--- src/rtl/uart_tx_fifo.sv ---
// UART transmitter with configurable framing and a small input FIFO.
// Line timing is exact: every bit is held for CYCLES_PER_BIT clocks.
`timescale 1ns/1ps
module uart_tx_fifo #(
  parameter int CLOCK_SPEED_MHZ = 100,
  parameter int BAUD_RATE       = 9600,
  parameter int DATA_BITS       = 8,
  parameter int PARITY          = 0,
  parameter int STOP_BITS       = 1,
  parameter int FIFO_DEPTH      = 4
) (
  input  logic                               clk,
  input  logic                               rst_n,
  input  logic [DATA_BITS-1:0]               in_data,
  input  logic                               in_valid,
  output logic                               in_ready,
  output logic                               tx,
  output logic                               busy,
  output logic [$clog2(FIFO_DEPTH+1)-1:0]    fifo_count
);

  localparam int CPB = CLOCK_SPEED_MHZ * 1000000 / BAUD_RATE;
  localparam int CW  = $clog2(CPB + 1);
  localparam int AW  = $clog2(FIFO_DEPTH);
  localparam int NW  = $clog2(FIFO_DEPTH + 1);
  localparam int BW  = $clog2(DATA_BITS);
  localparam logic [CW-1:0] LAST = CW'(CPB - 1);

  typedef enum logic [2:0] {
    IDLE, START, DATA, PAR, STOP
  } state_t;

  logic [DATA_BITS-1:0] mem [FIFO_DEPTH];
  logic [AW-1:0]        wr_ptr;
  logic [AW-1:0]        rd_ptr;
  logic [NW-1:0]        count;
  logic                 full;
  logic                 empty;
  logic                 push;
  logic                 pop;
  logic [DATA_BITS-1:0] head;
  logic                 head_par;

  state_t               state;
  logic [CW-1:0]        cnt;
  logic [BW-1:0]        bit_idx;
  logic                 stop_idx;
  logic [DATA_BITS-1:0] shreg;
  logic                 par;
  logic                 bit_end;
  logic                 stop_last;

  assign full       = (count == NW'(FIFO_DEPTH));
  assign empty      = (count == '0);
  assign in_ready   = !full;
  assign fifo_count = count;
  assign push       = in_valid && !full;
  assign head       = mem[rd_ptr];
  assign head_par   = (PARITY == 1) ? ~^head : ^head;
  assign bit_end    = (cnt == LAST);
  assign stop_last  = (stop_idx == 1'(STOP_BITS - 1));

  // Pop on idle, or back-to-back at the end of the last stop bit.
  assign pop = !empty && ((state == IDLE) ||
               (state == STOP && bit_end && stop_last));

  always_ff @(posedge clk) begin
    if (push) mem[wr_ptr] <= in_data;
  end

  always_ff @(posedge clk or negedge rst_n) begin
    if (!rst_n) begin
      wr_ptr <= '0;
      rd_ptr <= '0;
      count  <= '0;
    end else begin
      if (push) wr_ptr <= wr_ptr + AW'(1);
      if (pop)  rd_ptr <= rd_ptr + AW'(1);
      unique case ({push, pop})
        2'b10:   count <= count + NW'(1);
        2'b01:   count <= count - NW'(1);
        default: count <= count;
      endcase
    end
  end

  // tx lags the state by one clock so every bit, including start, is CPB long.
  always_ff @(posedge clk or negedge rst_n) begin
    if (!rst_n) begin
      state    <= IDLE;
      cnt      <= '0;
      bit_idx  <= '0;
      stop_idx <= 1'b0;
      shreg    <= '0;
      par      <= 1'b0;
      tx       <= 1'b1;
      busy     <= 1'b0;
    end else begin
      busy <= push || !empty || (state != IDLE);
      if (state == IDLE) cnt <= '0;
      else cnt <= bit_end ? '0 : cnt + CW'(1);
      unique case (state)
        IDLE: begin
          tx <= 1'b1;
          if (pop) begin
            shreg <= head;
            par   <= head_par;
            state <= START;
          end
        end
        START: begin
          tx <= 1'b0;
          if (bit_end) begin
            bit_idx <= '0;
            state   <= DATA;
          end
        end
        DATA: begin
          tx <= shreg[0];
          if (bit_end) begin
            shreg <= shreg >> 1;
            if (bit_idx == BW'(DATA_BITS - 1)) begin
              stop_idx <= 1'b0;
              state    <= (PARITY != 0) ? PAR : STOP;
            end else begin
              bit_idx <= bit_idx + BW'(1);
            end
          end
        end
        PAR: begin
          tx <= par;
          if (bit_end) begin
            stop_idx <= 1'b0;
            state    <= STOP;
          end
        end
        STOP: begin
          tx <= 1'b1;
          if (bit_end) begin
            if (!stop_last) begin
              stop_idx <= 1'b1;
            end else if (pop) begin
              shreg <= head;
              par   <= head_par;
              state <= START;
            end else begin
              state <= IDLE;
            end
          end
        end
        default: begin
          tx    <= 1'b1;
          state <= IDLE;
        end
      endcase
    end
  end

endmodule

--- config.mk ---
export PLATFORM = sky130hd
export DESIGN_NAME = uart_tx_fifo
export DESIGN_NICKNAME = d
export VERILOG_FILES = /design/src/rtl/uart_tx_fifo.sv
export SDC_FILE = /design/constraint.sdc
export NUM_CORES = 1
export LEC_CHECK = 0
export BUFFER_PORTS_ARGS = -buffer_cell sky130_fd_sc_hd__buf_2
export CORE_ASPECT_RATIO = 0.7
export CORE_MARGIN = 1.5
export CORE_UTILIZATION = 60
export CTS_BUF_LIST = sky130_fd_sc_hd__clkbuf_4
export CTS_CLUSTER_DIAMETER = 120
export DETAILED_ROUTE_END_ITERATION = 7
export GPL_TIMING_DRIVEN = 0
export PLACE_DENSITY_LB_ADDON = 0.1
export RECOVER_POWER = 100
export SYNTH_ARGS = -nofsm -noshare
export SYNTH_HDL_FRONTEND = slang
export SYNTH_SLANG_ARGS = --single-unit
--- constraint.sdc ---
create_clock -name clk -period 7.9 [get_ports clk]
set_input_delay 1.58 -clock clk [delete_from_list [all_inputs] [get_ports clk]]
set_output_delay 1.58 -clock clk [all_outputs]
set_load 0.02 [all_outputs]
Word-level counts from Yosys, hierarchy flattened
Memories as Yosys holds them, arrays and structs flattened.
Index checks and enable logic that the tools add are counted.
{ "op_classes": {"n_reduce_logical": 23, "n_eq_ne": 17, "n_addsub": 6, "mux": 34, "n_bitwise": 1} }
{ "ops": {"columns": ["operator", "n"], "rows": [
  ["8-bit two-way mux", 4],
  ["3-bit two-way mux", 10],
  ["14-bit two-way mux", 2],
  ["8-bit one-hot mux with 3 select lines", 1],
  ["2-bit inequality test, second input constant", 8],
  ["3-bit one-hot mux with 5 select lines", 1],
  ["14-bit by 1-bit adder with 14-bit output, second input constant", 1],
  ["14-bit == test, second input constant", 1],
  ["3-bit one-hot mux with 2 select lines", 2],
  ["1-bit two-way mux", 11],
  ["3-bit == test, second input constant", 3],
  ["3-bit nonzero test", 3],
  ["4-bit AND reduction", 2],
  ["8-bit parity", 1],
  ["7-bit AND reduction", 1],
  ["3-bit by 1-bit adder with 3-bit output, second input constant", 2],
  ["3-bit by 2-bit == test with 1-bit output, second input constant", 2],
  ["3-bit zero test", 2],
  ["1-bit one-hot mux with 3 select lines", 2],
  ["2-bit nonzero test", 3],
  ["5-bit AND reduction", 1],
  ["2-bit by 1-bit adder with 2-bit output, second input constant", 2],
  ["1-bit logical AND", 4],
  ["3-bit by 1-bit == test with 1-bit output, second input constant", 1],
  ["other kinds (8)", 11]
]} }
{ "word_totals": {"ram_bits": 32, "reg_bits": 39, "memories": 1, "out_inout_bits": 6, "elab_cells": 93} }
{ "memory_table": {"columns": ["name", "depth", "width", "rd", "rd_ports_with_merged_regs", "write_ports", "line_no", "text"], "rows": [
  ["mem", 4, 8, 1, 0, 1, "33", "logic [DATA_BITS-1:0] mem [FIFO_DEPTH];"]
]} }

Depth between registers and ports, before layout
{ "logic_depth": {"word_depth": 9, "mapped_depth": 12, "ltp_nobuf": 11} }

Least setup slack after synthesis
Ideal clock, no wire load.
{ "synth_timing": {"kind": "input -> register", "startpoint": "input in_valid", "endpoint": "register count[2] (netlist: fifo_count[2])", "cell_stages": 8, "required_ps": 7820, "arrival_ps": 2770, "slack_ps": 5050, "path_cell_list": "and2_1 inv_1 ha_1 inv_1 fa_1 xor2_1 nor2_1 xor2_1"} }
{ "synth_via": {"elab_chain_cells": 3} }
{ "synth_lines": {"columns": ["element", "line_no", "text"], "rows": [
  ["start: declaration", "15", "input logic in_valid,"],
  ["1-bit logical AND *", "57", "assign push = in_valid && !full;"],
  ["2-bit by 1-bit == test with 1-bit output / 2-bit == test (equally long branches)", "79", "unique case ({push, pop})"],
  ["3-bit one-hot mux with 2 select lines / 2-bit nonzero test (equally long branches)", null, null],
  ["end signal: assignment", "80", "2'b10: count <= count + NW'(1);"],
  ["end signal: assignment", "81", "2'b01: count <= count - NW'(1);"],
  ["end signal: assignment", "82", "default: count <= count;"],
  ["end: declaration", "36", "logic [NW-1:0] count;"]
]} }
Every way passes the cells marked *; elsewhere a longest branch is shown, timed or not.
A chain may end at the register's enable or synchronous reset.

Worst setup path after layout
{ "layout_timing": {"startpoint": "register cnt[0]", "endpoint": "register count[2] (netlist: fifo_count[2])"} }
{ "layout_via": {"elab_chain_cells": 7} }
{ "layout_lines": {"columns": ["element", "line_no", "text"], "rows": [
  ["start: declaration", "45", "logic [CW-1:0] cnt;"],
  ["start signal: assignment", "101", "else cnt <= bit_end ? '0 : cnt + CW'(1);"],
  ["14-bit == test *", "60", "assign bit_end = (cnt == LAST);"],
  ["1-bit logical AND * (2 in a row)", "65", "(state == STOP && bit_end && stop_last));"],
  ["1-bit logical OR *", "64", "assign pop = !empty && ((state == IDLE) ||"],
  ["1-bit logical AND *", "64", null],
  ["net pop", "40", "logic pop;"],
  ["2-bit by 1-bit == test with 1-bit output / 2-bit == test (equally long branches)", "79", null],
  ["3-bit one-hot mux with 2 select lines / 2-bit nonzero test (equally long branches)", null, null]
]} }
Mark *: on every way through the listed nets, which the timed path passes. The rest lies on a longest branch.

==> out/qor.txt <==
Worst R2R Setup Slack - 4790 ps
Register-to-Register Path Depth - 12
Post-synth ARST share - 54.3%
First-pass DRT Iterations - 4
most frequent cells after synthesis - dfrtp_1, edfxtp_1, nor2_1
syn nets - 253
initial antenna violation count - 0
top cell type's share of synthesized area - 30.7%
Seq/Total Area, Yosys - 61.1%
drt initial violations - 159
failing checks - max-capacitance violations, max-slew violations
Hold Path Cell Cnt - 1
Slew headroom - -31.7%
Tmin final - 3110 ps
area of the multi-input gates - 0.00113 mm²
final net count - 280
cell accounting for the most synthesized area - edfxtp_1
GRT overflow - 0
hold-fix buffers at CTS - 0
I/O Buffers - 16
top post-synthesis cells by area - edfxtp_1, dfrtp_1, mux4_2
Die Span Y - 63.4 µm
post-route setup TNS - 0 ps
wire length on met3 - 206 µm
Seq pwr share - 55.7%
synthesized area per cell - 13.4 µm²
Resized cells post-CTS - 0
GRT Overall Usage - 22.2%
FMAX - 321 MHz
first-pass GRT wire length - 9.16 mm
DR WL met2 - 2.19 mm
Max Used Layer - met4
setup ws final - 4790 ps
drt total wl - 5.23 mm
post-route ant nets - 0
routed vias - 1871
CTS Buf Count - 9
GP Congestion - 0.721
metal1 wirelength - 2.77 mm
Post-synth EDFFs - 32
Net Sw Frac - 27.6%
Ports - 17
Synth Register Bits - 70
CP max FO - 10
maxcap violations - 1
DR WL/cell - 15.7 µm
# fillers - 364
Pint - 0.584 mW
Diodes inserted - 0
Starting Density - 64.1%
post-synthesis cell type count - 37
die area - 0.00567 mm²
Leak - 1.36 nW
Tcrit/Tclk final - 39.4%
setup bufs post-CTS - 0
Layout Cells excl Fill - 334
Worst Hold Path EP - cnt[0]
layout cells sized above 1 - 10.9%
root buf cell - clkbuf_4
pin count of the biggest net entering global routing - 39
number of global-route vias before repair - 1865
Slew @ Worst Pin - 1980 ps
core area - 0.00489 mm²
FF/Latch Area - 0.00191 mm²
status - finished, violations left
Crit. End Element - flip-flop
hold crit path type - reg -> reg
Core Util, Final - 69.6%
Sink Count - 70
Worst-Skew Late Latency - 400 ps
CP arrival - 3440 ps
Area Overhead vs Synth - 8.71%
endpoints failing setup - 0
Place WS - 4810 ps
Required @ worst endpoint - 8230 ps
H-tree depth - 3
via density per instance - 5.60
Worst-path clk slew - 100 ps
top_reg_cell synth - dfrtp_1
Logic pwr share - 17.1%
clock tree buffer depth - 2
Post-Syn Instances - 233
Sw Pwr - 0.223 mW
reg-to-reg endpoint - fifo_count[2]
source of the worst hold timing path - cnt[0]
count leader, synth - dfrtp_1
startpoint type of the worst setup path - flip-flop
hpwl dp - 3.71 mm
CTS tree - built
YS warnings - 0
Post-Syn Area - 0.00313 mm²
chip width - 89.3 µm
Peak supply drop - 174 µV
pwr/cell area - 237 mW/mm²
kind of critical path - reg -> reg
Setup Skew - 10.7 ps
Final Max Slew Viols - 39
dpl cells - 318
Core Rows - 21
final hold violation count - 0
unrepaired setup endpoints after global routing - false
Clock Power Share - 27.2%
DRC errors left - 0
R2R Path Start - cnt[0]
-- layout make-up --
| cell class | instances | area share [%] |
|---|---|---|
| Clock inverter | 5 | 1.51 |
| Buffer | 10 | 1.14 |
| Sequential cell | 70 | 56.2 |
| Timing Repair Buffer | 16 | 1.76 |
| Multi-Input combinational cell | 142 | 33.2 |
| Clock buffer | 11 | 2.43 |
| Inverter | 11 | 1.21 |
| Tap cell | 69 | 2.54 |
-- layer usage --
layer / GRT usage [%] / vias to the layer above
met5: 0 / -
met4: 4.62 / 0
met3: 7.21 / 7
met2: 30.2 / 28
met1: 35.1 / 926
li1: - / 910
-- cell families (layout without fill, tap and decap cells) --
family	after synthesis	in the layout	share of synthesized area, %
simple gates	68	68	11.4
mux	13	13	7.47
flops	70	70	61.1
compound gates	28	28	6.67
buf+inv	21	53	2.80
xor+xnor	24	24	6.71
fa+ha+maj	9	9	3.84
-- registers in the layout (all words and copies together), names as in the netlist --
name / count
par: 1
state: 3
rd_ptr: 2
fifo_count: 3
wr_ptr: 2
tx: 1
cnt: 14
busy: 1
shreg: 8
mem: 32
bit_idx: 3
-- power groups by stage --
stage / sequential (mW) / combinational [mW] / clock (mW)
3_5_place_dp: 0.457 / 0.145 / 0
5_1_grt: 0.454 / 0.157 / 0.240
4_1_cts: 0.449 / 0.146 / 0.225
3_3_place_gp: 0.456 / 0.141 / 0
2_1_floorplan: 0.462 / 0.0928 / 0
6_report: 0.450 / 0.138 / 0.220
-- cells in the final DEF, fill, tap and decap left out, types with 2 or more instances in the layout --
master,n
dfrtp_1,37
edfxtp_1,32
clkbuf_1,24
nor2_1,21
xnor2_1,14
o22a_1,14
inv_1,11
clkbuf_4,11
xor2_1,10
nand2_1,9
and3_1,9
mux4_2,8
ha_1,8
o21ai_0,6
nand4_1,5
nand3_1,5
nor3_1,4
nor3b_1,3
a21oi_1,3
or3_1,3
mux2_2,3
and4_1,2
nand3b_1,2
mux2i_1,2
clkinv_2,2
-- how the worst max path moves through the flow --
stage,slack (ps),cells past startpoint,to,startpoint
5_1_grt,4530,1,shreg[6],rst_n
2_1_floorplan,5050,8,fifo_count[2],in_valid
3_5_place_dp,4810,9,fifo_count[2],in_valid
6_report,4790,12,fifo_count[2],cnt[0]
4_1_cts,4960,12,fifo_count[2],cnt[0]
3_3_place_gp,4850,9,fifo_count[2],in_valid
-- per-stage QoR --
step           hold slack (ps)  total power [mW]  area, µm²
3_3_place_gp               472             0.596       3300
5_1_grt                    529             0.851       3400
6_report                   491             0.807       3400
4_1_cts                    491             0.820       3430
2_1_floorplan              448             0.555       3130
3_5_place_dp               475             0.602       3300
-- critical path, stage by stage (launching register included) --
cell and delay, ps:
dfrtp_1 400, ha_1 210, and4_1 270, nand4_1 170, a2111o_1 500, clkbuf_1 270, inv_1 170, ha_1 200
inv_1 60, fa_1 370, xor2_1 170, nor2_1 120, xor2_1 150
Power figures use the tool's default switching activity.
